[src/rtl/shift_unit_seq_if.sv]
// rtl/shift_unit_seq_if.sv - request/response handshake bundle for shift_unit_seq
interface shift_unit_seq_if #(
  parameter int WIDTH = 32
);
  logic             in_valid;
  logic             in_ready;
  logic [1:0]       op;
  logic [WIDTH-1:0] operand;
  logic [31:0]      amount;
  logic             out_valid;
  logic             out_ready;
  logic [WIDTH-1:0] result;
  logic             ovf;

  modport slave (
    input  in_valid, op, operand, amount, out_ready,
    output in_ready, out_valid, result, ovf
  );

  modport master (
    output in_valid, op, operand, amount, out_ready,
    input  in_ready, out_valid, result, ovf
  );
endinterface

[src/rtl/shift_unit_seq.sv]
// rtl/shift_unit_seq.sv - multi-cycle SLL/SRL/SRA shift unit, STEP bits per clock
// Optional rotate-right on op 11 is enabled by defining SHIFT_ROTATE_EN.
module shift_unit_seq #(
  parameter int WIDTH = 32,
  parameter int STEP  = 4
) (
  input  logic            clk,
  input  logic            rst_n,
  shift_unit_seq_if.slave bus
);
  localparam int LW = $clog2(WIDTH);
  localparam int SW = $clog2(STEP) + 1;
  localparam logic [SW-1:0] STEP_S   = SW'(STEP);
  localparam logic [LW-1:0] STEP_L   = LW'(STEP);
  localparam logic [31:0]   WIDTH_32 = 32'(WIDTH);
  localparam logic [1:0] OP_SLL = 2'b00;
  localparam logic [1:0] OP_SRL = 2'b01;
  localparam logic [1:0] OP_SRA = 2'b10;
  localparam logic [1:0] OP_ROR = 2'b11;

  typedef enum logic [1:0] {IDLE, SHIFT, DONE} state_t;

  state_t           r_state;
  state_t           w_state_nxt;
  logic [WIDTH-1:0] r_work;
  logic [LW-1:0]    r_rem;
  logic [1:0]       r_op;
  logic             r_sign;
  logic             r_ovf;

  logic             w_idle;
  logic             w_big;
  logic             w_direct;
  logic             w_direct_ovf;
  logic [WIDTH-1:0] w_direct_val;
  logic [WIDTH-1:0] w_src;
  logic [LW-1:0]    w_src_rem;
  logic [1:0]       w_src_op;
  logic             w_src_sign;
  logic [SW-1:0]    w_s;
  logic             w_last;
  logic [WIDTH-1:0] w_stepped;

  // The accept edge already performs the first step, so a shift of n takes ceil(n/STEP) edges.
  assign w_idle     = (r_state == IDLE);
  assign w_src      = w_idle ? bus.operand : r_work;
  assign w_src_rem  = w_idle ? bus.amount[LW-1:0] : r_rem;
  assign w_src_op   = w_idle ? bus.op : r_op;
  assign w_src_sign = w_idle ? bus.operand[WIDTH-1] : r_sign;
  assign w_s        = (w_src_rem < STEP_L) ? w_src_rem[SW-1:0] : STEP_S;
  assign w_last     = (w_src_rem == LW'(w_s));

  assign w_big        = (bus.amount >= WIDTH_32);
  assign w_direct_ovf = (bus.op != OP_ROR) && w_big;
  assign w_direct_val = w_direct_ovf ?
                        ((bus.op == OP_SRA) ? {WIDTH{bus.operand[WIDTH-1]}} : '0) :
                        bus.operand;
`ifdef SHIFT_ROTATE_EN
  assign w_direct = (bus.op == OP_ROR) ? (bus.amount[LW-1:0] == '0)
                                       : (w_big || (bus.amount == '0));
`else
  assign w_direct = (bus.op == OP_ROR) || w_big || (bus.amount == '0);
`endif

  always_comb begin
    w_stepped = w_src;
    case (w_src_op)
      OP_SLL:  w_stepped = w_src << w_s;
      OP_SRL:  w_stepped = w_src >> w_s;
      OP_SRA:  w_stepped = WIDTH'({{WIDTH{w_src_sign}}, w_src} >> w_s);
`ifdef SHIFT_ROTATE_EN
      OP_ROR:  w_stepped = WIDTH'({w_src, w_src} >> w_s);
`endif
      default: w_stepped = w_src;
    endcase
  end

  always_comb begin
    w_state_nxt = r_state;
    case (r_state)
      IDLE:    if (bus.in_valid) w_state_nxt = (w_direct || w_last) ? DONE : SHIFT;
      SHIFT:   if (w_last) w_state_nxt = DONE;
      DONE:    if (bus.out_ready) w_state_nxt = IDLE;
      default: w_state_nxt = IDLE;
    endcase
  end

  always_ff @(posedge clk or negedge rst_n) begin
    if (!rst_n) begin
      r_state <= IDLE;
    end else begin
      r_state <= w_state_nxt;
    end
  end

  always_ff @(posedge clk or negedge rst_n) begin
    if (!rst_n) begin
      r_work <= '0;
      r_rem  <= '0;
      r_op   <= OP_SLL;
      r_sign <= 1'b0;
      r_ovf  <= 1'b0;
    end else if (w_idle && bus.in_valid) begin
      r_op   <= bus.op;
      r_sign <= bus.operand[WIDTH-1];
      if (w_direct) begin
        r_work <= w_direct_val;
        r_rem  <= '0;
        r_ovf  <= w_direct_ovf;
      end else begin
        r_work <= w_stepped;
        r_rem  <= w_src_rem - LW'(w_s);
        r_ovf  <= 1'b0;
      end
    end else if (r_state == SHIFT) begin
      r_work <= w_stepped;
      r_rem  <= r_rem - LW'(w_s);
    end
  end

  assign bus.in_ready  = (r_state == IDLE);
  assign bus.out_valid = (r_state == DONE);
  assign bus.result    = r_work;
  assign bus.ovf       = r_ovf;
endmodule

[src/flat_wrapper.sv]
// flat-port wrapper written by rule: the top's interface ports become plain ports
module shift_unit_seq_flat 
#(
  parameter int WIDTH = 32,
  parameter int STEP  = 4
)
  (clk, rst_n, bus_in_valid, bus_op, bus_operand, bus_amount, bus_out_ready, bus_in_ready, bus_out_valid, bus_result, bus_ovf);
  shift_unit_seq_if #(.WIDTH(WIDTH)) bus_i ();
  input  logic clk;
  input  logic rst_n;
  input wire logic [$bits(bus_i.in_valid)-1:0] bus_in_valid;
  input wire logic [$bits(bus_i.op)-1:0] bus_op;
  input wire logic [$bits(bus_i.operand)-1:0] bus_operand;
  input wire logic [$bits(bus_i.amount)-1:0] bus_amount;
  input wire logic [$bits(bus_i.out_ready)-1:0] bus_out_ready;
  output wire logic [$bits(bus_i.in_ready)-1:0] bus_in_ready;
  output wire logic [$bits(bus_i.out_valid)-1:0] bus_out_valid;
  output wire logic [$bits(bus_i.result)-1:0] bus_result;
  output wire logic [$bits(bus_i.ovf)-1:0] bus_ovf;
  assign bus_i.in_valid = bus_in_valid;
  assign bus_i.op = bus_op;
  assign bus_i.operand = bus_operand;
  assign bus_i.amount = bus_amount;
  assign bus_i.out_ready = bus_out_ready;
  assign bus_in_ready = bus_i.in_ready;
  assign bus_out_valid = bus_i.out_valid;
  assign bus_result = bus_i.result;
  assign bus_ovf = bus_i.ovf;
  shift_unit_seq #(.WIDTH(WIDTH), .STEP(STEP)) u_core (.clk(clk), .rst_n(rst_n), .bus(bus_i));
endmodule
[config.mk]
export PLATFORM = sky130hd
export DESIGN_NAME = shift_unit_seq_flat
export DESIGN_NICKNAME = d
export VERILOG_FILES = /design/src/rtl/shift_unit_seq_if.sv /design/src/rtl/shift_unit_seq.sv /design/src/flat_wrapper.sv
export SDC_FILE = /design/constraint.sdc
export NUM_CORES = 1
export LEC_CHECK = 0
export CORE_MARGIN = 2
export CORE_UTILIZATION = 45
export DETAILED_ROUTE_END_ITERATION = 8
export MAX_ROUTING_LAYER = met4
export PLACE_DENSITY = 0.82
export SLEW_MARGIN = 30
export SYNTH_ARGS = -nofsm -noshare
export SYNTH_HDL_FRONTEND = slang
export SYNTH_SLANG_ARGS = --single-unit
export TNS_END_PERCENT = 5
[constraint.sdc]
create_clock -name clk -period 3.5 [get_ports clk]
set_clock_uncertainty 0.15 [all_clocks]
set_input_delay 0.35 -clock clk [delete_from_list [all_inputs] [get_ports clk]]
set_output_delay 0.35 -clock clk [all_outputs]
set_load 0.02 [all_outputs]
==> results of run 1 <==
critical path, stage by stage, from the launching register on:
cell and delay, ns:
dfrtp_1 0.37, or2_1 0.35, inv_4 0.15, buf_12 0.22, nand2_1 0.08, nand2_1 0.11
ha_1 0.32, inv_1 0.19, nand2_1 0.30, a221oi_1 0.49, o31a_1 0.23
final cells by class:
class	instances	area [µm²]
clock buffers	6	129
clock inverters	2	12.5
fillers	1129	4890
inverters	14	55.1
multi-input cells	634	4070
flip-flops and latches	43	1080
well taps	147	184
repair buffers	172	1600
power by group through the flow:
stage / Clock (W) / Sequential, W / Combinational, W
finish: 0.000493 / 0.000953 / 0.00517
global route: 0.000521 / 0.000985 / 0.00549
CTS: 0.000505 / 0.000949 / 0.00503
detailed placement: 0 / 0.000953 / 0.00501
global placement: 0 / 0.000945 / 0.00500
floorplan: 0 / 0.00114 / 0.00300
metal layers:
layer | up-vias | routed length, µm | share of wire (%) | GRT usage [%]
li1 | 3129 | - | - | -
met1 | 3199 | 8880 | 40 | 44.2
met2 | 439 | 10700 | 48 | 55.3
met3 | 61 | 1930 | 8.7 | 4.90
met4 | 0 | 619 | 2.8 | 14.2
met5 | - | 0 | 0 | -
stage by stage:
stage                     std cells  hold slack, ns  utilization [%]
after global placement         1009           0.308             58.0
after detailed placement       1009           0.255             58.1
after global routing           1018           0.366             59.3
final                          1018           0.340             59.3
after floorplan                 761         -0.0956                -
after CTS                      1018           0.338             59.3
cells by family after synthesis:
logic type	Yosys count	synth area share, %
compound gates	301	37.0
simple gates	270	21.7
buf+inv	84	7.69
mux	54	12.1
flops	43	19.4
fa+ha+maj	7	1.72
xor+xnor	2	0.317
timing repair:
item | 4_1_cts | 5_1_grt
hold buffers | 1 | 0
endpoints found under the setup margin | 0 | 0
hold endpoints to repair | 43 | 0
cells in the mapped netlist (all sizes together), types with 4 or more instances:
| cell | number |
|---|---|
| o2bb2ai | 8 |
| mux2i | 34 |
| a21boi | 5 |
| o311ai | 7 |
| a31o | 5 |
| nor4 | 6 |
| o211ai | 29 |
| buf | 36 |
| mux2 | 13 |
| dfrtp | 43 |
| a221oi | 11 |
| a311oi | 7 |
| a211oi | 27 |
| a21oi | 74 |
| clkbuf | 34 |
| mux4 | 7 |
| nand3 | 33 |
| nor3 | 10 |
| ha | 6 |
| a221o | 7 |
| and2 | 7 |
| inv | 13 |
| nand2 | 128 |
| o21ai | 59 |
| a31oi | 23 |
| nor2 | 61 |
| and3 | 4 |
| a211o | 4 |
flip-flops by register name, indices dropped and copies added (netlist names):
register,cells
u_core.bus.result,32
u_core.r_op,2
u_core.bus.ovf,1
u_core.r_sign,1
u_core.r_state,2
u_core.r_rem,5
worst max-delay path by stage:
stage / to / depth (start not counted)
floorplan: u_core.bus.result[25] / 16
global placement: u_core.bus.result[5] / 9
detailed placement: u_core.bus.result[5] / 9
CTS: u_core.bus.result[5] / 9
global route: u_core.bus.result[29] / 11
finish: u_core.bus.result[13] / 10
==> results.toml, run 1 <==
[worst_setup_path]
critical_path_peak_fanout = 26
crit-reg2reg-launch = "u_core.r_state[0]"
r2r_end = "u_core.bus.result[13]"
rrSetupSlack_ns = 0.44
setup.worst_path.end_class = "flop"
worst_ep_arrival_time_ns = 3.14
critical_path.startpoint = "u_core.r_state[0]"
critPathLaunchType = "flop"
required_ns = 3.59
category_of_the_critical_setup_timing_path = "reg -> reg"
cells_on_worst_reg2reg_path = 10

[detailed_routing]
drt-initial-drc-count = 791
route.antenna.remaining_nets = 0
drc = 0
detail_route.wirelength_um = 22100
drt_first_pass_iters = 6
viasPerCell = 6.71
vias = 6828
route.detailed.wl_per_inst_um = 21.7

[finish]
mostFrequentLayoutCell = "nand2_1"
finish.net_count = 947
final_cell_mix = "126 x nand2_1, 103 x clkdlybuf4s50_1, 74 x a21oi_1"
antennaDiodeCount = 0
final_layout_size_suffix_gt1_share_pct = 14.0
layout.cell_area.non_filler_um2 = 7120
synthToLayoutAreaGrowth_pct = 28.7

[power_and_ir_drop]
switching_part_of_the_total_power_pct = 53.8
powerDensity_nw_per_um2 = 929
peakVddDrop_mv = 0.701
cell_internal_pwr_w = 0.00306
seq_power_share_pct = 14.4
comb_power_share_pct = 78.1
switchingPower_w = 0.00356
cellLeakagePower_nw = 2.81
power.clock.fraction_pct = 7.4
total_power_w = 0.00662

[synth]
synth_top_flop_cell = "dfrtp_1"
ys_top_cells_by_area = "dfrtp_1 19%, nand2_1 8.5%, a21oi_1 6.7%"
synth_fp_nets = 838
synth_top_area_cell = "dfrtp_1"
synthArstFlopShare_pct = 100
synth.yosys.seq_area_share_pct = 19.4
synth_enable_flop_cells = 0
postSynthCellCount = 761
synth_seq_cells = 43
post_synth_instance_area_um2 = 5540
synthDistinctLibCells = 80
synth_top_area_share_pct = 19.4
synthesis.yosys.warnings = 0
syn_avg_cell_area_um2 = 7.27

[placement]
globalplace.congestion = 1.04
post-dp-hpwl_um = 16200
place_ws_ns = 0.158
placed_cell_area_um2 = 6970
port-buffer-count = 104

[clocking]
tritoncts_clock_tree = "done"
htreeDepth = 2
cts_setup_buffers = 0
clkSinkCount = 43
cts_buffers = 5
clk_transition_reported_paths_ns = 0.07
clock_latency_reported_for_the_late_side_of_the_worst_skew_pair_ns = 0.31
max-clock-path-buffers = 2
post_cts_resize_count = 0
cts.root.buffer_cell = "clkbuf_16"

[sta]
max-slew-margin-rel_pct = 52.9
period_minus_slack_ns = 3.06
drv_slew = 0
final_critical_path_setup_slack_ns = 0.445
post-route-period-util_pct = 87.3
worst_slew_pin_slew_ns = 0.706
rsz0062_at_grt = "no"
hold_fails_final_rpt = 0
setup_tns_ns = 0
fmaxAchievable_mhz = 327
setup_viol = 0

[min_path]
min_from = "u_core.r_op[1]"
worst_hold_path_type = "reg -> reg"
timing.hold.worst_path_depth = 2
whs_endpoint = "u_core.r_op[1]"

[flow_run]
max-cap-violations = 0

[floorplan]
die_height_um = 115
ioPinCount = 105
rows = 40
die-width_um = 115
effective_utilization_at_floorplan_pct = 46.1
core_area_um2 = 12000
die_area_um2 = 13200

[global_routing]
grt_first_pass_wirelength_um = 35100
grt_usage_pct = 34.7
grt_antenna_before_repair = 0
grt_overflow_total = 0
grt_pass1_vias = 6581
pin_count_of_the_biggest_net_entering_global_routing = 44

[outcome]
run_status = "finished, final reports clean"
(Power assumes the default switching activity.)
==> run 2, diff against run 1 <==
--- a/config.mk
+++ b/config.mk
@@ -8,6 +8,7 @@
 export CORE_MARGIN = 2
 export CORE_UTILIZATION = 45
 export DETAILED_ROUTE_END_ITERATION = 8
+export HOLD_SLACK_MARGIN = 0.15
 export MAX_ROUTING_LAYER = met4
 export PLACE_DENSITY = 0.82
 export SLEW_MARGIN = 30
==> results of run 2 <==
The final DEF is identical to that of run 1; final timing and power are the same.
==> run 3, diff against run 2 <==
--- a/config.mk
+++ b/config.mk
@@ -10,8 +10,7 @@
 export DETAILED_ROUTE_END_ITERATION = 8
 export HOLD_SLACK_MARGIN = 0.15
 export MAX_ROUTING_LAYER = met4
-export PLACE_DENSITY = 0.82
-export SLEW_MARGIN = 30
+export PLACE_DENSITY = 0.78
 export SYNTH_ARGS = -nofsm -noshare
 export SYNTH_HDL_FRONTEND = slang
 export SYNTH_SLANG_ARGS = --single-unit
==> constraint.sdc (replaced) <==
create_clock -name clk -period 3.5 [get_ports clk]
set_clock_uncertainty 0.15 [all_clocks]
set_input_delay 0.35 -clock clk [delete_from_list [all_inputs] [get_ports clk]]
set_output_delay 0.35 -clock clk [all_outputs]
set_load 0.005 [all_outputs]
==> run 3 against run 2 <==
  * Routed wire length up 6.0%
  * Final cell count about the same
  * Fmax down 3.3%
  * Clock-buffer cell count down 1
  * Flip-flop and latch count unchanged
  * First-iteration DRC count up 5.8%
  * Utilization up 0.16 points
  * Register-to-register slack worse by 0.10 ns
  * Global-route usage up 1.7 points
  * Power down 0.64%
  * Critical endpoint is now u_core.bus.result[19]
==> results.toml, run 3 (synthesis results as in run 1) <==
[sta]
hold_fails_final_rpt = 0
period_minus_slack_ns = 3.16
final_critical_path_setup_slack_ns = 0.341
worst_slew_pin_slew_ns = 1.14
max-slew-margin-rel_pct = 23.9
post-route-period-util_pct = 90.2
rsz0062_at_grt = "no"
setup_viol = 0
setup_tns_ns = 0
fmaxAchievable_mhz = 317
drv_slew = 0

[power_and_ir_drop]
peakVddDrop_mv = 0.663
total_power_w = 0.00657
powerDensity_nw_per_um2 = 920
cellLeakagePower_nw = 2.82

[finish]
fillCellCount = 1165
post-route-util_pct = 59.5
layout.cell_area.non_filler_um2 = 7140
synthToLayoutAreaGrowth_pct = 29.0
finish.net_count = 947
final_layout_size_suffix_gt1_share_pct = 14.0
largest_register_ff_count = 32
mostFrequentLayoutCell = "nand2_1"
antennaDiodeCount = 0
final_cell_mix = "126 x nand2_1, 103 x clkdlybuf4s50_1, 74 x a21oi_1"

[floorplan]
effective_utilization_at_floorplan_pct = 46.1
core_area_um2 = 12000
die-width_um = 115
die_height_um = 115
ioPinCount = 105
rows = 40
die_area_um2 = 13200

[flow_run]
max-cap-violations = 0

[global_routing]
grt_pass1_vias = 6550
grt_antenna_before_repair = 0
grt_first_pass_wirelength_um = 36400
pin_count_of_the_biggest_net_entering_global_routing = 44
grt_usage_pct = 36.4
grt_overflow_total = 0

[outcome]
run_status = "finished, final reports clean"

[detailed_routing]
route.antenna.remaining_nets = 0
detail_route.wirelength_um = 23400
route.detailed.wl_per_inst_um = 23.1
drt-initial-drc-count = 837
drc = 0
viasPerCell = 6.76
vias = 6880
drt_first_pass_iters = 6

[worst_setup_path]
setup.worst_path.end_class = "flop"
critPathLaunchType = "flop"
critical_path_peak_fanout = 17
worst_ep_arrival_time_ns = 3.20
category_of_the_critical_setup_timing_path = "reg -> reg"
required_ns = 3.54

[clocking]
tritoncts_clock_tree = "done"
clkSinkCount = 43
max-clock-path-buffers = 2
clk_transition_reported_paths_ns = 0.07
cts.root.buffer_cell = "clkbuf_16"
post_cts_resize_count = 0
cts_setup_buffers = 0
postCtsHoldBufs = 1
clock_latency_reported_for_the_late_side_of_the_worst_skew_pair_ns = 0.31
htreeDepth = 2
cts_buffers = 5

[placement]
post-dp-hpwl_um = 17100
placed_cell_area_um2 = 6970
port-buffer-count = 104
globalplace.congestion = 0.995
place_ws_ns = 0.217

[min_path]
worst_hold_path_type = "reg -> reg"
==> run 3: worst max-delay path: stages, from the launching register on <==
cell	delay, ns
dfrtp_1	0.47
or2_1	0.38
inv_4	0.23
buf_4	0.32
mux2_2	0.44
nor3_1	0.28
a21oi_1	0.12
a21oi_1	0.17
a21oi_1	0.09
o41a_1	0.38
==> run 3: metal layers <==
layer / share of wire (%) / GRT usage [%]
met2: 47 / 57.5
met4: 3.9 / 14.9
met3: 8.6 / 5.27
met1: 40 / 46.8
met5: 0 / -
==> run 3: cell type report <==
type                    count  area [µm²]  share of cell area (%)
well taps                 147         184                    2.57
flip-flops and latches     43        1080                    15.1
multi-input cells         634        4070                    56.9
repair buffers            172        1600                    22.4
inverters                  14        55.1                   0.771
clock buffers               5         125                    1.75
clock inverters             2        37.5                   0.525
==> run 3: power breakdown <==
part / internal [W] / switching [W] / total, W
combinational: 0.00209 / 0.00295 / 0.00504
sequential: 0.000729 / 0.000228 / 0.000957
clock: 0.000334 / 0.000240 / 0.000574
total: 0.00316 / 0.00342 / 0.00657
==> run 3: metrics by stage <==
step / instances / hold slack [ns]
final: 1017 / 0.333
after global routing: 1017 / 0.376
after CTS: 1017 / 0.330
after global placement: 1009 / 0.307
after detailed placement: 1009 / 0.312
after floorplan: 761 / -0.0956
==> run 3: path summary, 6_finish.rpt <==
check / end / slack [ns] / from / cells after the start
max in group asynchronous: u_core.bus.result[7] / 1.84 / rst_n / 2
worst min register to register: u_core.r_op[1] / 0.33 / u_core.r_op[1] / 2
worst min-delay path: u_core.r_op[1] / 0.33 / u_core.r_op[1] / 2
worst max register to register: u_core.bus.result[19] / 0.34 / u_core.r_state[0] / 9
worst max-delay path: u_core.bus.result[19] / 0.34 / u_core.r_state[0] / 9
min in group asynchronous: u_core.bus.result[27] / 0.66 / rst_n / 2
